### src/rtl/dff_reg_file_if.sv
// Bus bundle for dff_reg_file: write port, shared read request, two read
// ports and the read-valid flag. The master side drives requests and write
// data; the slave side (the register file) returns read data.
interface dff_reg_file_if #(
  parameter int WIDTH  = 8,
  parameter int ADDR_W = 3
);
  logic              load;
  logic [ADDR_W-1:0] waddr;
  logic [WIDTH-1:0]  D;
  logic              rd_en;
  logic [ADDR_W-1:0] raddr_a;
  logic [ADDR_W-1:0] raddr_b;
  logic [WIDTH-1:0]  Q_a;
  logic [WIDTH-1:0]  Q_b;
  logic              q_valid;

  modport master (
    output load, waddr, D, rd_en, raddr_a, raddr_b,
    input  Q_a, Q_b, q_valid
  );

  modport slave (
    input  load, waddr, D, rd_en, raddr_a, raddr_b,
    output Q_a, Q_b, q_valid
  );
endinterface

### src/rtl/dff_reg_file.sv
// dff_reg_file: DEPTH x WIDTH general-purpose register file with one
// synchronous write port and two registered read ports sharing one request.
// Read data appears one cycle after the request, flagged by q_valid.
// Same-address read/write on one edge returns the old value, unless the
// macro DFF_REG_FILE_BYPASS_EN is defined, which adds write-first bypass.
// Out-of-range addresses read as zero and drop writes; with ZERO_REG=1,
// register 0 always reads zero and ignores writes.
module dff_reg_file #(
  parameter int WIDTH    = 8,
  parameter int DEPTH    = 8,
  parameter int ZERO_REG = 0
) (
  input  logic          clock,
  input  logic          clear,
  dff_reg_file_if.slave bus
);
  localparam int ADDR_W = $clog2(DEPTH);
  localparam bit ZR     = (ZERO_REG != 0);

  logic [WIDTH-1:0] r_mem [DEPTH];
  logic [WIDTH-1:0] r_q_a;
  logic [WIDTH-1:0] r_q_b;
  logic             r_vld;

  logic             w_wa_ok;
  logic             w_ra_ok;
  logic             w_rb_ok;
  logic             w_wr_ok;
  logic [WIDTH-1:0] w_rd_a;
  logic [WIDTH-1:0] w_rd_b;

  // Address range checks collapse to constants when DEPTH fills the address space
  if (DEPTH == (1 << ADDR_W)) begin : g_full
    assign w_wa_ok = 1'b1;
    assign w_ra_ok = 1'b1;
    assign w_rb_ok = 1'b1;
  end else begin : g_part
    localparam logic [ADDR_W:0] DEPTH_W = (ADDR_W+1)'(DEPTH);
    assign w_wa_ok = ({1'b0, bus.waddr}   < DEPTH_W);
    assign w_ra_ok = ({1'b0, bus.raddr_a} < DEPTH_W);
    assign w_rb_ok = ({1'b0, bus.raddr_b} < DEPTH_W);
  end

  // A write only takes effect when enabled, in range and not aimed at a hard-wired zero
  assign w_wr_ok = bus.load & w_wa_ok & ~(ZR & (bus.waddr == '0));

  // Port A read word: zero for unmapped or hard-wired addresses, optional write-first bypass
  always_comb begin
    w_rd_a = '0;
    if (w_ra_ok && !(ZR && (bus.raddr_a == '0))) begin
      w_rd_a = r_mem[bus.raddr_a];
    end
`ifdef DFF_REG_FILE_BYPASS_EN
    if (w_wr_ok && (bus.raddr_a == bus.waddr)) begin
      w_rd_a = bus.D;
    end
`endif
  end

  // Port B read word: same selection rules as port A
  always_comb begin
    w_rd_b = '0;
    if (w_rb_ok && !(ZR && (bus.raddr_b == '0))) begin
      w_rd_b = r_mem[bus.raddr_b];
    end
`ifdef DFF_REG_FILE_BYPASS_EN
    if (w_wr_ok && (bus.raddr_b == bus.waddr)) begin
      w_rd_b = bus.D;
    end
`endif
  end

  // Register array: cleared asynchronously, written on the rising edge
  always_ff @(posedge clock or negedge clear) begin
    if (!clear) begin
      for (int i = 0; i < DEPTH; i++) begin
        r_mem[i] <= '0;
      end
    end else if (w_wr_ok) begin
      r_mem[bus.waddr] <= bus.D;
    end
  end

  // Read stage: capture both ports on request, otherwise hold data and drop valid
  always_ff @(posedge clock or negedge clear) begin
    if (!clear) begin
      r_q_a <= '0;
      r_q_b <= '0;
      r_vld <= 1'b0;
    end else begin
      r_vld <= bus.rd_en;
      if (bus.rd_en) begin
        r_q_a <= w_rd_a;
        r_q_b <= w_rd_b;
      end
    end
  end

  assign bus.Q_a     = r_q_a;
  assign bus.Q_b     = r_q_b;
  assign bus.q_valid = r_vld;
endmodule
### src/flat_wrapper.sv
// flat-port wrapper written by rule: the top's interface ports become plain ports
module dff_reg_file_flat 
#(
  parameter int WIDTH    = 8,
  parameter int DEPTH    = 8,
  parameter int ZERO_REG = 0
)
  (clock, clear, bus_load, bus_waddr, bus_D, bus_rd_en, bus_raddr_a, bus_raddr_b, bus_Q_a, bus_Q_b, bus_q_valid);
  dff_reg_file_if #(.WIDTH(WIDTH)) bus_i ();
  input  logic clock;
  input  logic clear;
  input wire logic [$bits(bus_i.load)-1:0] bus_load;
  input wire logic [$bits(bus_i.waddr)-1:0] bus_waddr;
  input wire logic [$bits(bus_i.D)-1:0] bus_D;
  input wire logic [$bits(bus_i.rd_en)-1:0] bus_rd_en;
  input wire logic [$bits(bus_i.raddr_a)-1:0] bus_raddr_a;
  input wire logic [$bits(bus_i.raddr_b)-1:0] bus_raddr_b;
  output wire logic [$bits(bus_i.Q_a)-1:0] bus_Q_a;
  output wire logic [$bits(bus_i.Q_b)-1:0] bus_Q_b;
  output wire logic [$bits(bus_i.q_valid)-1:0] bus_q_valid;
  assign bus_i.load = bus_load;
  assign bus_i.waddr = bus_waddr;
  assign bus_i.D = bus_D;
  assign bus_i.rd_en = bus_rd_en;
  assign bus_i.raddr_a = bus_raddr_a;
  assign bus_i.raddr_b = bus_raddr_b;
  assign bus_Q_a = bus_i.Q_a;
  assign bus_Q_b = bus_i.Q_b;
  assign bus_q_valid = bus_i.q_valid;
  dff_reg_file #(.WIDTH(WIDTH), .DEPTH(DEPTH), .ZERO_REG(ZERO_REG)) u_core (.clock(clock), .clear(clear), .bus(bus_i));
endmodule
### config.mk
export PLATFORM = sky130hd
export DESIGN_NAME = dff_reg_file_flat
export DESIGN_NICKNAME = d
export VERILOG_FILES = /design/src/rtl/dff_reg_file_if.sv /design/src/rtl/dff_reg_file.sv /design/src/flat_wrapper.sv
export SDC_FILE = /design/constraint.sdc
export NUM_CORES = 1
export LEC_CHECK = 0
export ABC_AREA = 0
export CAP_MARGIN = 10
export CORE_MARGIN = 2
export CORE_UTILIZATION = 55
export DETAILED_ROUTE_END_ITERATION = 7
export GPL_TIMING_DRIVEN = 0
export PLACE_DENSITY = 0.77
export SLEW_MARGIN = 20
export SYNTH_ARGS = -nofsm -noshare
export SYNTH_HDL_FRONTEND = slang
export SYNTH_SLANG_ARGS = --single-unit
export TNS_END_PERCENT = 20
### constraint.sdc
create_clock -name clock -period 1.4 [get_ports clock]
set_input_delay 0.42 -clock clock [delete_from_list [all_inputs] [get_ports clock]]
set_output_delay 0.42 -clock clock [all_outputs]
set_load 0.05 [all_outputs]
==> results.sh <==
export IMPL_yosysWarnings=0
export IMPL_final_critical_path_setup_slack_ns=-0.1085
export IMPL_ant_nets_after_route=0
export IMPL_critical_path_max_stage_delay_ns=0.38
export IMPL_cp_depth=1
export IMPL_netSwitchingFraction_pct=31.46
export IMPL_routedWlPerCell_um=23.03
export IMPL_die_height_um=91.42
export IMPL_area_growth_pct=21.70
export IMPL_critical_path_endpoint_type="output pin"
export IMPL_synth_largest_area_cell="sky130_fd_sc_hd__dfrtp_1"
export IMPL_worst_path_buf_inv=1
export IMPL_max_slew_margin_pct=54.81
export IMPL_fin_hold_ws_ns=0.08714
export IMPL_postRouteWirelength_um=11220
export IMPL_totalNegativeSetupSlack_ns=-1.220
export IMPL_numClockSinks=81
export IMPL_critPathRequiredTime_ns=0.98
export IMPL_asyncSetResetFlopFracSynth_pct=100.0
export IMPL_synth_seq_cells=81
export IMPL_crit_arrival_ns=1.09
export IMPL_worst_setup_path_type="reg -> out"
export IMPL_worst_pin_slew_ns=0.6742
export IMPL_post_synth_inst_count=328
export IMPL_portBuffers=33
export IMPL_drt_vias_per_instance=6.244
export IMPL_post_synth_cell_area_avg_sq_um=12.81
export IMPL_setup_repair_after_global_routing_missed_its_margin="yes"
export IMPL_synthFlopType="sky130_fd_sc_hd__dfrtp_1"
export IMPL_dr_pass1_iters=4
export IMPL_finalCriticalPeriod_ns=1.509
export IMPL_run_status="finished, violations left"
export IMPL_synth_distinct_cells=22
export IMPL_ctsLongestPathBuffers=2
export IMPL_place_congestion=0.8663
export IMPL_first_pass_grt_wire_length_um=17770
export IMPL_drt_iter0_markers=227
export IMPL_yosysSeqAreaShare_pct=48.23
export IMPL_crit_reg_reg_endpoint="u_core.bus.Q_b[6]"
export IMPL_sequence_of_cells_on_the_critical_path="clkdlybuf4s15_2"
export IMPL_floorplan_die_area_sq_mm=0.008357
export IMPL_rows=31
export IMPL_core_region_area_sq_mm=0.007331
export IMPL_clock_tree_htree_level_count=3
export IMPL_cts_buffers_inserted=9
export IMPL_clock_power_share_pct=25.4
export IMPL_drcViolationCount=0
export IMPL_cp_slowest_cell="sky130_fd_sc_hd__clkdlybuf4s15_2"
export IMPL_post_synth_top_area_fraction_pct=48.23
export IMPL_placed_wire_length_estimate_after_detailed_placement_um=7190
export IMPL_clock_insertion_delay_worst_skew_ns=0.35
export IMPL_groute_usage_overall_pct=28.41
export IMPL_leakage_uw=0.002330
export IMPL_cts_hold_fix_buffers=0
export IMPL_violations="setup timing"
export IMPL_clock_skew_ns=0.01016
export IMPL_post_route_cells_drive_above_1_share_pct=39.43
export IMPL_power_per_cell_area_mw_per_mm2=1324
export IMPL_grt_remaining_overflow=0
export IMPL_path_clk_slew_ns=0.08
export IMPL_cap_violations=0
export IMPL_critical_path_top_delay_family="buffers and inverters"
export IMPL_fmax_mhz=662.9
export IMPL_hp_class="in -> async"
export IMPL_p_seq_share_pct=46.9
export IMPL_combinational_fraction_of_design_power_pct=27.7
export IMPL_final_setup_viol_count=21
export IMPL_boundaryPins=38
export IMPL_final_nets=405
export IMPL_rr_worst_depth=3
export IMPL_finalHoldViolCount=0
export IMPL_intPower_uw=4641
export IMPL_total_switching_power_uw=2130
export IMPL_ff2ff_setup_slack_ns=0.26
export IMPL_synthesis_nets=349
export IMPL_grt_start_max_net_pins=49
export IMPL_post_route_period_util_pct=107.8
export IMPL_timing_critical_path_fanout_max=2
export IMPL_grt_pass1_vias=3276
export IMPL_synth_top_cells_by_count="sky130_fd_sc_hd__dfrtp_1 (81), sky130_fd_sc_hd__mux2_2 (64), sky130_fd_sc_hd__mux2i_1 (48)"
export IMPL_cts_root_buffer="sky130_fd_sc_hd__clkbuf_8"
export IMPL_reg2reg_from="u_core.r_mem[30]"
export IMPL_antenna_diode_count=0
export IMPL_synth_edff_count=0
export IMPL_synthesis_area_sq_mm=0.004203
export IMPL_initial_utilization_pct=57.33
export IMPL_route_vias_total=3041
export IMPL_final_max_slew_viol_count=0
export IMPL_synth_area_leaders="sky130_fd_sc_hd__dfrtp_1 (48%), sky130_fd_sc_hd__mux2_2 (17%), sky130_fd_sc_hd__mux2i_1 (11%)"
export IMPL_cts_tree="done"
export IMPL_vdd_ir_drop_max_mv=0.6211
export IMPL_grt_antenna_before_repair=0
export IMPL_dieWidth_um=91.42
export IMPL_worstSetupStartpointType="flop"
export IMPL_yosys_cell_count_top_type="sky130_fd_sc_hd__dfrtp_1"
[power by group through the flow]
stage	clock network, uW	logic, uW	registers (uW)
after floorplan	0	985	3410
after global placement	0	1740	3170
after detailed placement	0	1790	3210
after CTS	1730	1860	3170
after global routing	1820	2000	3240
final	1720	1870	3180
[registers in the layout (all words and copies together) (netlist names)]
signal              cells
u_core.r_mem           64
u_core.bus.q_valid      1
u_core.bus.Q_a          8
u_core.bus.Q_b          8
[per-stage QoR]
stage	util (%)	setup slack (ns)	std cells	total power, uW	cell area (sq um)
after floorplan	-	-0.1096	328	4399	4203
after global placement	63.53	-2.946	460	4910	4657
after detailed placement	63.77	-1.073	461	5000	4674
after CTS	69.98	-0.1160	485	6762	5130
after global routing	69.77	-0.1234	487	7065	5115
final	69.77	-0.1085	487	6771	5115
[cell type report]
class                           count  area (sq um)
Tap cell                           99         123.9
Clock buffer                       12         155.1
Fill cell                         530          2216
Buffer                             21         220.2
Sequential cell                    81          2027
Clock inverter                      3         40.04
Multi-Input combinational cell    224          2135
Timing Repair Buffer               47         414.1
[per-layer routing]
metal  vias to the layer above  track usage, %  share of wire, %
li1                       1341               -                 -
met3                        27           5.145               8.8
met4                         0           11.87               2.7
met5                         -               0                 0
met1                      1544           38.43                42
met2                       129           45.04                47
[placed cells by master (no fill, tap or decap), drive strengths merged, types with 3 or more instances in the layout]
cell type,instances
clkdlybuf4s15,5
dfrtp,81
dlygate4sd2,4
clkdlybuf4s50,8
clkbuf,28
a22oi,16
a41o,16
nand2b,3
nand4b,3
a211o,16
nor2b,34
mux2i,48
nand3,16
mux2,64
buf,34
[worst max path at each step]
stage	start	end	slack, ns
global placement	clear	u_core.r_mem[53]	-2.95
global route	u_core.bus.Q_b[0]	bus_Q_b[0]	-0.12
finish	u_core.bus.Q_b[0]	bus_Q_b[0]	-0.11
floorplan	bus_waddr[2]	u_core.r_mem[40]	-0.11
detailed placement	bus_raddr_b[2]	u_core.bus.Q_b[1]	-1.07
CTS	bus_waddr[1]	u_core.r_mem[15]	-0.12
[what timing repair did]
action | in CTS | in global routing
pin swaps | 5 | 3
resized for setup | 114 | 35
setup buffers | 11 | 2
endpoints found under the setup margin | 65 | 64
[kinds of logic (layout without fill, tap and decap cells)]
logic type      count (synthesis)  in the layout  synth area share (%)
flops                          81             81                 48.23
mux                           112            112                 28.58
buf+inv                        23             83                 3.037
compound gates                 48             48                 10.00
simple gates                   64             64                 10.15
[worst register-to-register path: cells and delay by family (launching register included)]
kind             cells  cell delay (ns)
flip-flops           1             0.40
AO/OA/AOI/OAI        2             0.47
AND/OR/NAND/NOR      1             0.14
No activity file was read; power rests on OpenSTA's default activity.
